--- config.mk ---
export PLATFORM = sky130hd
export DESIGN_NAME = cgra_thread_injector
export DESIGN_NICKNAME = d
export VERILOG_FILES = /design/src/rtl/cgra_thread_injector.sv
export SDC_FILE = /design/constraint.sdc
export NUM_CORES = 1
export LEC_CHECK = 0
export ABC_AREA = 1
export CORE_UTILIZATION = 42
export DETAILED_ROUTE_END_ITERATION = 7
export PLACE_DENSITY = 0.87
export SYNTH_ARGS = -nofsm -noshare
export SYNTH_HDL_FRONTEND = slang
export SYNTH_SLANG_ARGS = --single-unit
--- constraint.sdc ---
create_clock -name clk -period 3.69 [get_ports clk]
set_clock_uncertainty 0.1 [all_clocks]
set_input_delay 0.369 -clock clk [delete_from_list [all_inputs] [get_ports clk]]
set_output_delay 0.369 -clock clk [all_outputs]
set_load 0.02 [all_outputs]
--- src/rtl/cgra_thread_injector.sv ---
// CGRA thread injector: pops dispatch FIFO heads into 1/2/4-lane issue bundles with credit-limited in-flight tracking.
// Optional performance counters are built when INJECTOR_PERF_CNT_EN is defined.
module cgra_thread_injector_lane #(
  parameter int TID_W = 10
) (
  input  logic             clk,
  input  logic             rst_n,
  input  logic             lane_en,
  input  logic             head_valid,
  input  logic [TID_W-1:0] head_tid,
  input  logic             capture,
  output logic             pop,
  output logic [TID_W-1:0] tid_q,
  output logic             mask_q
);
  logic take;
  assign take = lane_en & head_valid;
  assign pop  = capture & take;

  // Lanes not taken in a bundle carry TID 0 so the fabric never sees stale IDs.
  always_ff @(posedge clk or negedge rst_n) begin
    if (!rst_n) begin
      tid_q  <= '0;
      mask_q <= 1'b0;
    end else if (capture) begin
      tid_q  <= take ? head_tid : '0;
      mask_q <= take;
    end
  end
endmodule

module cgra_thread_injector #(
  parameter int MAX_INFLIGHT = 8,
  parameter int TID_W        = 10
) (
  input  logic               clk,
  input  logic               rst_n,
  input  logic [1:0]         unrolling_factor,
  input  logic [TID_W-1:0]   dispatch_tid_0,
  input  logic [TID_W-1:0]   dispatch_tid_1,
  input  logic [TID_W-1:0]   dispatch_tid_2,
  input  logic [TID_W-1:0]   dispatch_tid_3,
  input  logic               dispatch_valid_0,
  input  logic               dispatch_valid_1,
  input  logic               dispatch_valid_2,
  input  logic               dispatch_valid_3,
  input  logic               dispatcher_busy,
  input  logic               dispatcher_done,
  output logic [3:0]         dispatch_fifo_pop,
  output logic               issue_valid,
  input  logic               issue_ready,
  output logic [4*TID_W-1:0] issue_tid,
  output logic [3:0]         issue_lane_mask,
  input  logic               cgra_retire_valid,
  output logic               injector_busy,
  output logic               injector_done,
  output logic               retire_underflow_err,
  output logic [31:0]        perf_bundles,
  output logic [31:0]        perf_stall_credit,
  output logic [31:0]        perf_stall_bubble
);
  localparam int NUM_LANES = 4;
  localparam int CNT_W     = $clog2(MAX_INFLIGHT + 1);

  typedef enum logic [1:0] {S_IDLE, S_ISSUE, S_DRAIN, S_DONE} state_t;

  state_t                             state;
  logic [1:0]                         uf_q;
  logic [NUM_LANES-1:0]               lane_en, head_vld, en_vld;
  logic [NUM_LANES-1:0][TID_W-1:0]    head_tid, tid_q;
  logic [CNT_W-1:0]                   inflight;
  logic                               slot_free, retire_ok, credit_ok, data_ok, capture;

  assign head_vld = {dispatch_valid_3, dispatch_valid_2, dispatch_valid_1, dispatch_valid_0};
  assign head_tid = {dispatch_tid_3, dispatch_tid_2, dispatch_tid_1, dispatch_tid_0};

  always_comb begin
    case (uf_q)
      2'b00:   lane_en = 4'b0001;
      2'b01:   lane_en = 4'b0011;
      default: lane_en = 4'b1111;
    endcase
  end

  assign en_vld    = head_vld & lane_en;
  assign slot_free = !issue_valid || issue_ready;
  // A retire in the same cycle frees the credit the capture needs.
  assign retire_ok = cgra_retire_valid && (inflight != '0);
  assign credit_ok = (inflight < CNT_W'(MAX_INFLIGHT)) || retire_ok;
  assign data_ok   = (en_vld == lane_en) || (dispatcher_done && (en_vld != '0));
  assign capture   = (state == S_ISSUE) && slot_free && credit_ok && data_ok;

  for (genvar i = 0; i < NUM_LANES; i++) begin : g_lane
    cgra_thread_injector_lane #(.TID_W(TID_W)) u_lane (
      .clk        (clk),
      .rst_n      (rst_n),
      .lane_en    (lane_en[i]),
      .head_valid (head_vld[i]),
      .head_tid   (head_tid[i]),
      .capture    (capture),
      .pop        (dispatch_fifo_pop[i]),
      .tid_q      (tid_q[i]),
      .mask_q     (issue_lane_mask[i])
    );
  end
  assign issue_tid = tid_q;

  always_ff @(posedge clk or negedge rst_n) begin
    if (!rst_n) begin
      state         <= S_IDLE;
      uf_q          <= 2'b00;
      injector_busy <= 1'b0;
      injector_done <= 1'b0;
    end else begin
      unique case (state)
        S_IDLE: if (dispatcher_busy) begin
          state         <= S_ISSUE;
          uf_q          <= unrolling_factor;
          injector_busy <= 1'b1;
        end
        S_ISSUE: if (dispatcher_done && (en_vld == '0) && !issue_valid) state <= S_DRAIN;
        S_DRAIN: if (inflight == '0) begin
          state         <= S_DONE;
          injector_busy <= 1'b0;
          injector_done <= 1'b1;
        end
        S_DONE: begin
          state         <= S_IDLE;
          injector_done <= 1'b0;
        end
      endcase
    end
  end

  always_ff @(posedge clk or negedge rst_n) begin
    if (!rst_n) begin
      issue_valid          <= 1'b0;
      inflight             <= '0;
      retire_underflow_err <= 1'b0;
    end else begin
      if (capture)          issue_valid <= 1'b1;
      else if (issue_ready) issue_valid <= 1'b0;
      case ({capture, retire_ok})
        2'b10:   inflight <= inflight + CNT_W'(1);
        2'b01:   inflight <= inflight - CNT_W'(1);
        default: inflight <= inflight;
      endcase
      if (cgra_retire_valid && (inflight == '0)) retire_underflow_err <= 1'b1;
    end
  end

`ifdef INJECTOR_PERF_CNT_EN
  logic start, stall_credit, stall_bubble;
  assign start        = (state == S_IDLE) && dispatcher_busy;
  assign stall_credit = (state == S_ISSUE) && slot_free && data_ok && !credit_ok;
  assign stall_bubble = (state == S_ISSUE) && !issue_valid && !capture;

  always_ff @(posedge clk or negedge rst_n) begin
    if (!rst_n) begin
      perf_bundles      <= '0;
      perf_stall_credit <= '0;
      perf_stall_bubble <= '0;
    end else if (start) begin
      perf_bundles      <= '0;
      perf_stall_credit <= '0;
      perf_stall_bubble <= '0;
    end else begin
      if (capture && perf_bundles != '1)           perf_bundles      <= perf_bundles + 32'd1;
      if (stall_credit && perf_stall_credit != '1) perf_stall_credit <= perf_stall_credit + 32'd1;
      if (stall_bubble && perf_stall_bubble != '1) perf_stall_bubble <= perf_stall_bubble + 32'd1;
    end
  end
`else
  assign perf_bundles      = '0;
  assign perf_stall_credit = '0;
  assign perf_stall_bubble = '0;
`endif
endmodule
# Word-level counts from Yosys, hierarchy flattened
# Index checks and enable logic that the tools add are counted.
dict set report totals {
  regBits 56
  in_bits 52
  output_inout_bits 148
  elab_cells 80
}
dict set report classes {
  n_addsub 2
  n_lt_le_gt_ge 1
  eq_ne 10
  mux 17
  n_bitwise 9
  reduce_logical 26
}
# operator n
set op_table {}
lappend op_table {{10-bit 2-to-1 mux} 4}
lappend op_table {{4-bit case mux with 2 select lines} 2}
lappend op_table {{1-bit bitwise AND} 8}
lappend op_table {{1-bit logical AND} 8}
lappend op_table {{4-bit logical NOT} 2}
lappend op_table {{2-bit case mux with 4 select lines} 1}
lappend op_table {{2-bit nonzero test} 4}
lappend op_table {{4-bit nonzero test} 2}
lappend op_table {{2-bit by 1-bit == test with 1-bit output, second input constant} 3}
lappend op_table {{2-bit == test, second input constant} 3}
lappend op_table {{2-bit 2-to-1 mux} 3}
lappend op_table {{3-bit AND reduction} 2}
lappend op_table {{1-bit 2-to-1 mux} 5}
lappend op_table {{4-bit by 1-bit adder with 4-bit output, second input constant} 1}
lappend op_table {{4-bit bitwise AND} 1}
lappend op_table {{4-bit == test} 1}
lappend op_table {{2-bit logical NOT} 2}
lappend op_table {{4-bit less-than comparator, second input constant} 1}
lappend op_table {{2-bit inequality test, second input constant} 2}
lappend op_table {{1-bit case mux with 2 select lines} 2}
lappend op_table {{2-bit AND reduction} 2}
lappend op_table {{4-bit by 1-bit subtractor with 4-bit output, second input constant} 1}
lappend op_table {{1-bit logical OR} 3}
lappend op_table {{2-bit by 1-bit inequality test with 1-bit output, second input constant} 1}
lappend op_table {{1-bit logical NOT} 1}

# Depth between registers and ports, before layout
# Gate-level depths: netlist of the first run.
dict set report logic_depth {
  ltp_word 9
  depth_mapped 17
  mapped_depth_nobuf 16
}

# By module
# From an unflattened synthesis of the first run, not the netlist that was laid out.
dict set report unflattened {
  cells_unflattened 401
  hier_area_um2 3414.5
}
# mod instances cells_each area_each_um2 seq_area_each_um2
set by_module_without_submodules {}
lappend by_module_without_submodules {cgra_thread_injector_lane 4 50 478.0 275.3}
lappend by_module_without_submodules {cgra_thread_injector 1 201 1502.7 300.3}

# Worst setup path before layout of the first run
# Ideal clock, no wire load.
dict set report synth_path {
  path_kind {register -> register}
  start {reg state[1]}
  end {reg inflight[2]}
  setup_ns 0.083
  arrival_ns 2.220
  required_time_ns 3.507
  path_slack_ns 1.288
  stages_incl_launch_ff 15
  n_path_buf 1
  synth_period_minus_slack_ns 2.402
  cell_sequence {dfrtp_1 > inv_1 > ha_1 > o21ai_1 > a21oi_2 > nand2_4 > buf_4 > ha_1 > nand2_1 > inv_1 > nor2_1 > ha_1 > a21oi_1 > xor2_1 > o21ai_0}
}
dict set report synth_via {
  elab_chain_len 6
  elab_cells_between_ends 8
  classes_between {eq/ne (3); mux (1); reduce/logical (4)}
}
# item line
set synth_lines {}
lappend synth_lines {{from (decl)} 67} ;# state_t state;
lappend synth_lines {{from (signal assigned)} 110} ;# state <= S_IDLE;
lappend synth_lines {{from (signal assigned)} 117} ;# state <= S_ISSUE;
lappend synth_lines {{from (signal assigned)} 121} ;# S_ISSUE: if (dispatcher_done && (en_vld == '0) && !issue_valid) state <= S_DRAIN;
lappend synth_lines {{2-bit by 1-bit == test with 1-bit output (*)} 91} ;# assign capture = (state == S_ISSUE) && slot_free && credit_ok && data_ok;
lappend synth_lines {{1-bit logical AND (*) (3 in series)} 91}
lappend synth_lines {{2-bit by 1-bit == test with 1-bit output or 2-bit == test (tied branches)} 143} ;# case ({capture, retire_ok})
lappend synth_lines {{4-bit case mux with 2 select lines or 2-bit nonzero test (tied branches)} -}
lappend synth_lines {{to (signal assigned)} 144} ;# 2'b10: inflight <= inflight + CNT_W'(1);
lappend synth_lines {{to (signal assigned)} 145} ;# 2'b01: inflight <= inflight - CNT_W'(1);
lappend synth_lines {{to (signal assigned)} 146} ;# default: inflight <= inflight;
lappend synth_lines {{to (decl)} 71} ;# logic [CNT_W-1:0] inflight;
# Mark *: on every way between the ends. The rest lies on a longest branch, timed or not.
# A chain may end at the register's enable or synchronous reset.

# Final worst setup path of the first run
dict set report layout_path {
  start {in dispatch_valid_0}
  end {out dispatch_fifo_pop[0]}
}
dict set report layout_via {
  elab_chain_len 6
  elab_cells_between_ends 8
  classes_between {eq/ne (1); bitwise (3); reduce/logical (4)}
}
# item line
set layout_lines {}
lappend layout_lines {{from (decl)} 43} ;# input logic dispatch_valid_0,
lappend layout_lines {{4-bit bitwise AND} 85} ;# assign en_vld = head_vld & lane_en;
lappend layout_lines {{4-bit nonzero test} 90} ;# assign data_ok = (en_vld == lane_en) || (dispatcher_done && (en_vld != '0));
lappend layout_lines {{1-bit logical AND} 90}
lappend layout_lines {{1-bit logical OR} 90}
lappend layout_lines {{1-bit logical AND} 91}
lappend layout_lines {{1-bit bitwise AND (*)} 18} ;# assign pop = capture & take;
lappend layout_lines {{to (decl)} 49} ;# output logic [3:0] dispatch_fifo_pop,
# Marks and branches as above.

==> flow_summary_export.csv, run 1 <==
group,metric,value,unit
sta,report.final.hold_viol_count,0,
logic_synthesis,synth_area,3570,sq um
critical_path,start_kind,"input port",
critical_path,endpoint_kind,"primary output",
final_layout,regArea,1400,sq um
drt,first_pass_iters,6,
clock_tree,cts_resized,0,
placement,port_buffers,103,
clock_tree,clk-insertion-delay-late,0.30,ns
sta,setup_viol,0,
critical_path,required,3.22,ns
critical_path,worst-r2r-cell-count,13,
placement,place.gp.congestion,0.860,
final_layout,n_fill_cell,781,
clock_tree,cts-root-buf,"clkbuf_8",
sta,whs,0.0909,ns
pwr,p_leak,0.00238,uW
critical_path,path_class,"input port to primary output",
logic_synthesis,synth_top_family_by_area,"buffers and inverters",
logic_synthesis,synth-compound-area-share,2.14,%
logic_synthesis,synthAdderAreaFrac,2.46,%
clock_tree,cts_tree,"yes",
outcome,status,"complete, no violations",
sta,period_minus_slack,3.04,ns
global_route,antenna_found_initial,0,
logic_synthesis,avgSynthCellArea,7.81,sq um
global_route,met3_usage,2.67,%
logic_synthesis,synth_mux_area_share,0.631,%
placement,placed_area,4290,sq um
global_route,grt_pass1_vias,2695,
logic_synthesis,ys_seq_elements,56,
clock_tree,clockBufferDepth,2,
pwr,p_per_area,722,nW/um^2
logic_synthesis,yosysSeqAreaShare,39.3,%
global_route,groute.usage.overall,17.7,%
floorplanning,fp-row-count,33,
final_layout,layout_commonest_cell,"nand2_1",
sta,tightest_slew,0.698,ns
clock_tree,postCtsSetupBuffers,0,
floorplanning,fp.dieH,94.2,um
floorplanning,core_area,8220,sq um
global_route,grt_busiest_layer,"met2",
drt,wl,7760,um
global_route,grt.overflow.total,0,
sta,maxSlewHeadroom,53.5,%
logic_synthesis,synth-xor-area-share,0.491,%
clock_tree,ctsHoldBuffers,0,
sta,setup_tns,0,ns
final_layout,areaGrowthSynthToFinish,22.8,%
drt,vias_per_cell,4.37,
floorplanning,start_util,43.4,%
global_route,grt_max_degree,57,
sta,period_share,82.3,%
logic_synthesis,syn_inst,457,
sta,rsz0062_at_grt,"no",
sta,slew_viol_final,0,
global_route,grt_pass1_wl,12300,um
critical_path,arrival,2.57,ns
clock_tree,cts_num_sinks,56,
drt,ant_nets,0,
run,drv_cap,0,
global_route,use_met2,32.4,%
logic_synthesis,synthDistinctLibCells,25,
floorplanning,die_x,94.2,um
hold_path,hold_class,"input port to asynchronous set/reset pin",
logic_synthesis,yosys.area_share.simple,26.8,%
floorplanning,pin_count,200,
pwr,peakVddDrop,0.356,mV
clock_tree,cts.clk_slew.worst_paths,0.10,ns
logic_synthesis,yosys_warnings,0,
drt,post-route-drc-count,0,
final_layout,fin_nets,609,
drt,post_drt_wl_per_cell,11.8,um
sta,fmax,0.329,GHz
critical_path,worstPathMaxFanout,22,
drt,num_vias,2869,
final_layout,final_area,4380,sq um
floorplanning,die_area,8870,sq um
placement,place.detailed.hpwl,5890,um
pwr,power,3170,uW
final_layout,drive_above_1_share,4.17,%
final_layout,n_antenna_cell,0,
clock_tree,htree_levels,2,
final_layout,final_cell_mix,"nand2_1 (135), clkdlybuf4s50_1 (102), conb_1 (96)",
drt,dr.first_iter.drc_count,132,
final_layout,multi_input_area,1530,sq um
global_route,grtUsageMet1,21.0,%
clock_tree,cts_buffers,5,
metrics by stage:
stage	worst slack, ns	utilization (%)	std cells
2_1_floorplan	1.29	-	552
3_3_place_gp	0.710	52.2	648
3_5_place_dp	0.524	52.2	648
4_1_cts	0.672	53.3	656
5_1_grt	0.510	53.3	656
6_report	0.655	53.3	656
layout make-up:
| class | count | area share [%] |
|---|---|---|
| Tap cell | 105 | 3.00 |
| Timing Repair Buffer | 111 | 24.8 |
| Inverter | 38 | 3.26 |
| Multi-Input combinational cell | 338 | 34.8 |
| Sequential cell | 56 | 32.0 |
| Clock buffer | 7 | 1.97 |
| Clock inverter | 1 | 0.171 |
logic make-up (layout without fill, tap and decap cells):
family	Yosys count	count (layout)
buffers and inverters	158	157
muxes	2	2
adders and majority gates	7	7
xor gates and xnor gates	2	2
and+or+nand+nor	218	218
AOI/OAI and AO/OA	13	13
other	1	96
DFF	56	56
cell usage after synthesis (all sizes together):
cell type	instances	area (sq um)
conb	1	3.75
xnor2	1	8.76
o21ai	7	35.0
nand3	29	145
dfrtp	56	1400
nand4	3	18.8
a21oi	3	18.8
inv	38	143
nor2	27	101
mux2	2	22.5
a31oi	1	6.26
o21bai	1	7.51
nand2	137	524
ha	7	87.6
xor2	1	8.76
nand3b	22	165
buf	112	831
a2bb2oi	1	8.76
clkbuf	8	30.0
critical path: stages:
cell and delay [ns]:
clkdlybuf4s50_1 0.47, buf_4 0.18, inv_1 0.07, nand2_1 0.06, nor2_1 0.05, nand2_1 0.07
nand2_1 0.06, nand2_2 0.36, nand3_1 0.16, inv_1 0.10, clkdlybuf4s50_1 0.61
routing by layer:
layer	vias up	share of wire (%)
met5	-	0
met4	0	0.98
met3	8	6.6
met2	151	52
met1	1324	41
li1	1386	-
report_power, final:
group / switching [uW] / internal [uW] / leakage (uW)
clock: 193 / 153 / 0.0000445
combinational: 1020 / 712 / 0.00160
sequential: 196 / 889 / 0.000732
final timing paths:
path,endpoint,slack [ns],from
setup / recovery,dispatch_fifo_pop[0],0.65,dispatch_valid_0
min in group clk,g_lane[3].u_lane.tid_q[3],0.38,g_lane[3].u_lane.tid_q[3]
max in group asynchronous,retire_underflow_err,2.94,rst_n
hold / removal,g_lane[0].u_lane.tid_q[6],0.09,rst_n
hold reg to reg,g_lane[3].u_lane.tid_q[3],0.38,g_lane[3].u_lane.tid_q[3]
setup reg to reg,inflight[3],0.90,uf_q[1]
state kept, by name, summed over array words and instances (netlist names):
name                  count
g_lane.u_lane.tid_q      40
inflight                  4
uf_q                      2
injector_busy             1
injector_done             1
state                     2
issue_valid               1
g_lane.u_lane.mask_q      4
retire_underflow_err      1
(Power assumes the default switching activity.)
==> run 2, diff against run 1 <==
--- a/config.mk
+++ b/config.mk
@@ -6,9 +6,9 @@
 export NUM_CORES = 1
 export LEC_CHECK = 0
 export ABC_AREA = 1
-export CORE_UTILIZATION = 42
+export CORE_UTILIZATION = 35
 export DETAILED_ROUTE_END_ITERATION = 7
-export PLACE_DENSITY = 0.87
+export PLACE_DENSITY = 0.77
 export SYNTH_ARGS = -nofsm -noshare
 export SYNTH_HDL_FRONTEND = slang
 export SYNTH_SLANG_ARGS = --single-unit
==> constraint.sdc (replaced) <==
create_clock -name clk -period 2.69 [get_ports clk]
set_clock_uncertainty 0.1 [all_clocks]
set_input_delay 0.269 -clock clk [delete_from_list [all_inputs] [get_ports clk]]
set_output_delay 0.269 -clock clk [all_outputs]
set_load 0.02 [all_outputs]
==> flow_summary_export.csv, run 2 (synthesized netlist as in run 1, its figures left out) <==
group,metric,value,unit
outcome,status,"finished with violations",
outcome,violations,"hold timing",
final_layout,regMostFlops,"g_lane.u_lane.tid_q",
pwr,p_switching,1960,uW
floorplanning,die_area,10600,sq um
pwr,p_leak,0.00252,uW
sta,tightest_slew,0.724,ns
clock_tree,cts-root-buf,"clkbuf_8",
drt,wl_met3,463,um
drt,wl,8070,um
sta,report.final.hold_viol_count,23,
drt,wl_met2,4170,um
global_route,groute.usage.overall,14.7,%
sta,slew_viol_final,0,
drt,first_pass_iters,5,
critical_path,arrival,2.62,ns
final_layout,n_antenna_cell,0,
critical_path,required,2.83,ns
final_layout,largest_reg_flops,40,
final_layout,top_regs,"g_lane.u_lane.tid_q (40), g_lane.u_lane.mask_q (4), inflight (4)",
global_route,grt_pass1_vias,2613,
run,drv_cap,0,
final_layout,final_util,46.1,%
pwr,clock_power_share,12.1,%
final_layout,drive_above_1_share,6.05,%
sta,maxSlewHeadroom,51.8,%
floorplanning,fp-row-count,36,
pwr,peakVddDrop,0.359,mV
sta,whs,-0.0197,ns
critical_path,endpoint_kind,"flip-flop",
final_layout,final_cell_mix,"nand2_1 (135), clkdlybuf4s50_1 (98), conb_1 (96)",
floorplanning,pin_count,200,
global_route,grt.overflow.total,0,
clock_tree,clockBufferDepth,2,
placement,place.detailed.hpwl,6120,um
pwr,p_int,2540,uW
pwr,comb_power_share,54.9,%
drt,vias_per_cell,4.23,
critical_path,worstPathMaxFanout,9,
sta,rsz0062_at_grt,"no",
clock_tree,htree_levels,2,
clock_tree,cts.clk_slew.worst_paths,0.10,ns
drt,post-route-drc-count,0,
sta,period_minus_slack,2.49,ns
drt,dr.first_iter.drc_count,87,
sta,period_share,92.4,%
clock_tree,cts_num_sinks,56,
floorplanning,core_area,9820,sq um
final_layout,layout_commonest_cell,"nand2_1",
placement,port_buffers,103,
final_layout,fin_nets,620,
global_route,antenna_found_initial,0,
sta,setup_tns,0,ns
hold_path,hold_class,"input port to asynchronous set/reset pin",
critical_path,start_kind,"flip-flop",
clock_tree,clk-insertion-delay-late,0.31,ns
clock_tree,cts_buffers,5,
floorplanning,start_util,36.3,%
critical_path,path_class,"flip-flop to flip-flop",
placement,place_inst,683,
global_route,grt_max_degree,57,
final_layout,layout.cells.non_filler,695,
pwr,p_per_area,995,nW/um^2
sta,setup_viol,0,
floorplanning,die_x,103,um
drt,wl_met1,3300,um
final_layout,areaGrowthSynthToFinish,26.8,%
clock_tree,cts_tree,"yes",
final_layout,final_area,4520,sq um
drt,ant_nets,0,
pwr,seqPwrFrac,32.9,%
placement,place.gp.congestion,0.783,
drt,highest_layer,"met4",
drt,post_drt_wl_per_cell,11.6,um
global_route,grt_pass1_wl,12100,um
pwr,switching_share,43.5,%
drt,num_vias,2943,
floorplanning,fp.dieH,103,um
sta,fmax,0.402,GHz
placement,placed_area,4380,sq um
[run 2: worst max-delay path, cell delays in order (launching register included)]
cell     delay [ns]
dfrtp_1        0.43
inv_1          0.09
ha_1           0.16
o21ai_1        0.10
a21oi_4        0.28
nand2_4        0.08
ha_1           0.24
nand2_1        0.10
inv_1          0.05
nor2_1         0.18
ha_1           0.20
a21oi_1        0.07
xor2_1         0.18
o21ai_0        0.15
[run 2: cell type report]
class | instances | area [sq um]
timing repair buffer | 122 | 1180
clock buffer | 6 | 72.6
tap | 133 | 166
multi-input combinational | 338 | 1530
fill | 990 | 5300
sequential | 56 | 1400
clock inverter | 2 | 35.0
inverter | 38 | 143
[run 2: final timing paths]
path / startpoint / endpoint / slack (ns) / cells after the start
setup / recovery: state[1] / inflight[2] / 0.20 / 13
hold / removal: rst_n / g_lane[1].u_lane.tid_q[0] / -0.02 / 2
setup reg to reg: state[1] / inflight[2] / 0.20 / 13
hold reg to reg: g_lane[2].u_lane.tid_q[7] / g_lane[2].u_lane.tid_q[7] / 0.38 / 2
max in group asynchronous: rst_n / state[0] / 2.01 / 2
min in group clk: g_lane[2].u_lane.tid_q[7] / g_lane[2].u_lane.tid_q[7] / 0.38 / 2
[run 2: per-layer routing]
metal,up-vias,GRT usage (%)
li1,1408,-
met1,1388,17.3
met2,135,26.8
met3,12,2.64
met4,0,5.42
met5,-,0
[run 2: power groups by stage]
stage / clock network, uW / logic (uW) / registers [uW]
after global placement: 0 / 2370 / 1480
after CTS: 568 / 2450 / 1480
after floorplan: 0 / 1170 / 1810
after detailed placement: 0 / 2450 / 1490
final: 547 / 2470 / 1480
after global routing: 603 / 2690 / 1520
[run 2: through the flow]
step | power (uW) | hold WS, ns | setup slack (ns)
after detailed placement | 3940 | 0.357 | 0.0202
after CTS | 4490 | 0.0105 | 0.0247
after floorplan | 2980 | -0.127 | 0.288
final | 4500 | -0.0197 | 0.204
after global placement | 3840 | 0.349 | 0.231
after global routing | 4820 | 0.0517 | 0.0132
[run 2: repair_timing]
item                                    in CTS  in global routing
buffers inserted                             0                  4
resized for setup                            0                  4
hold buffers                                 0                  0
endpoints found under the setup margin       0                  5
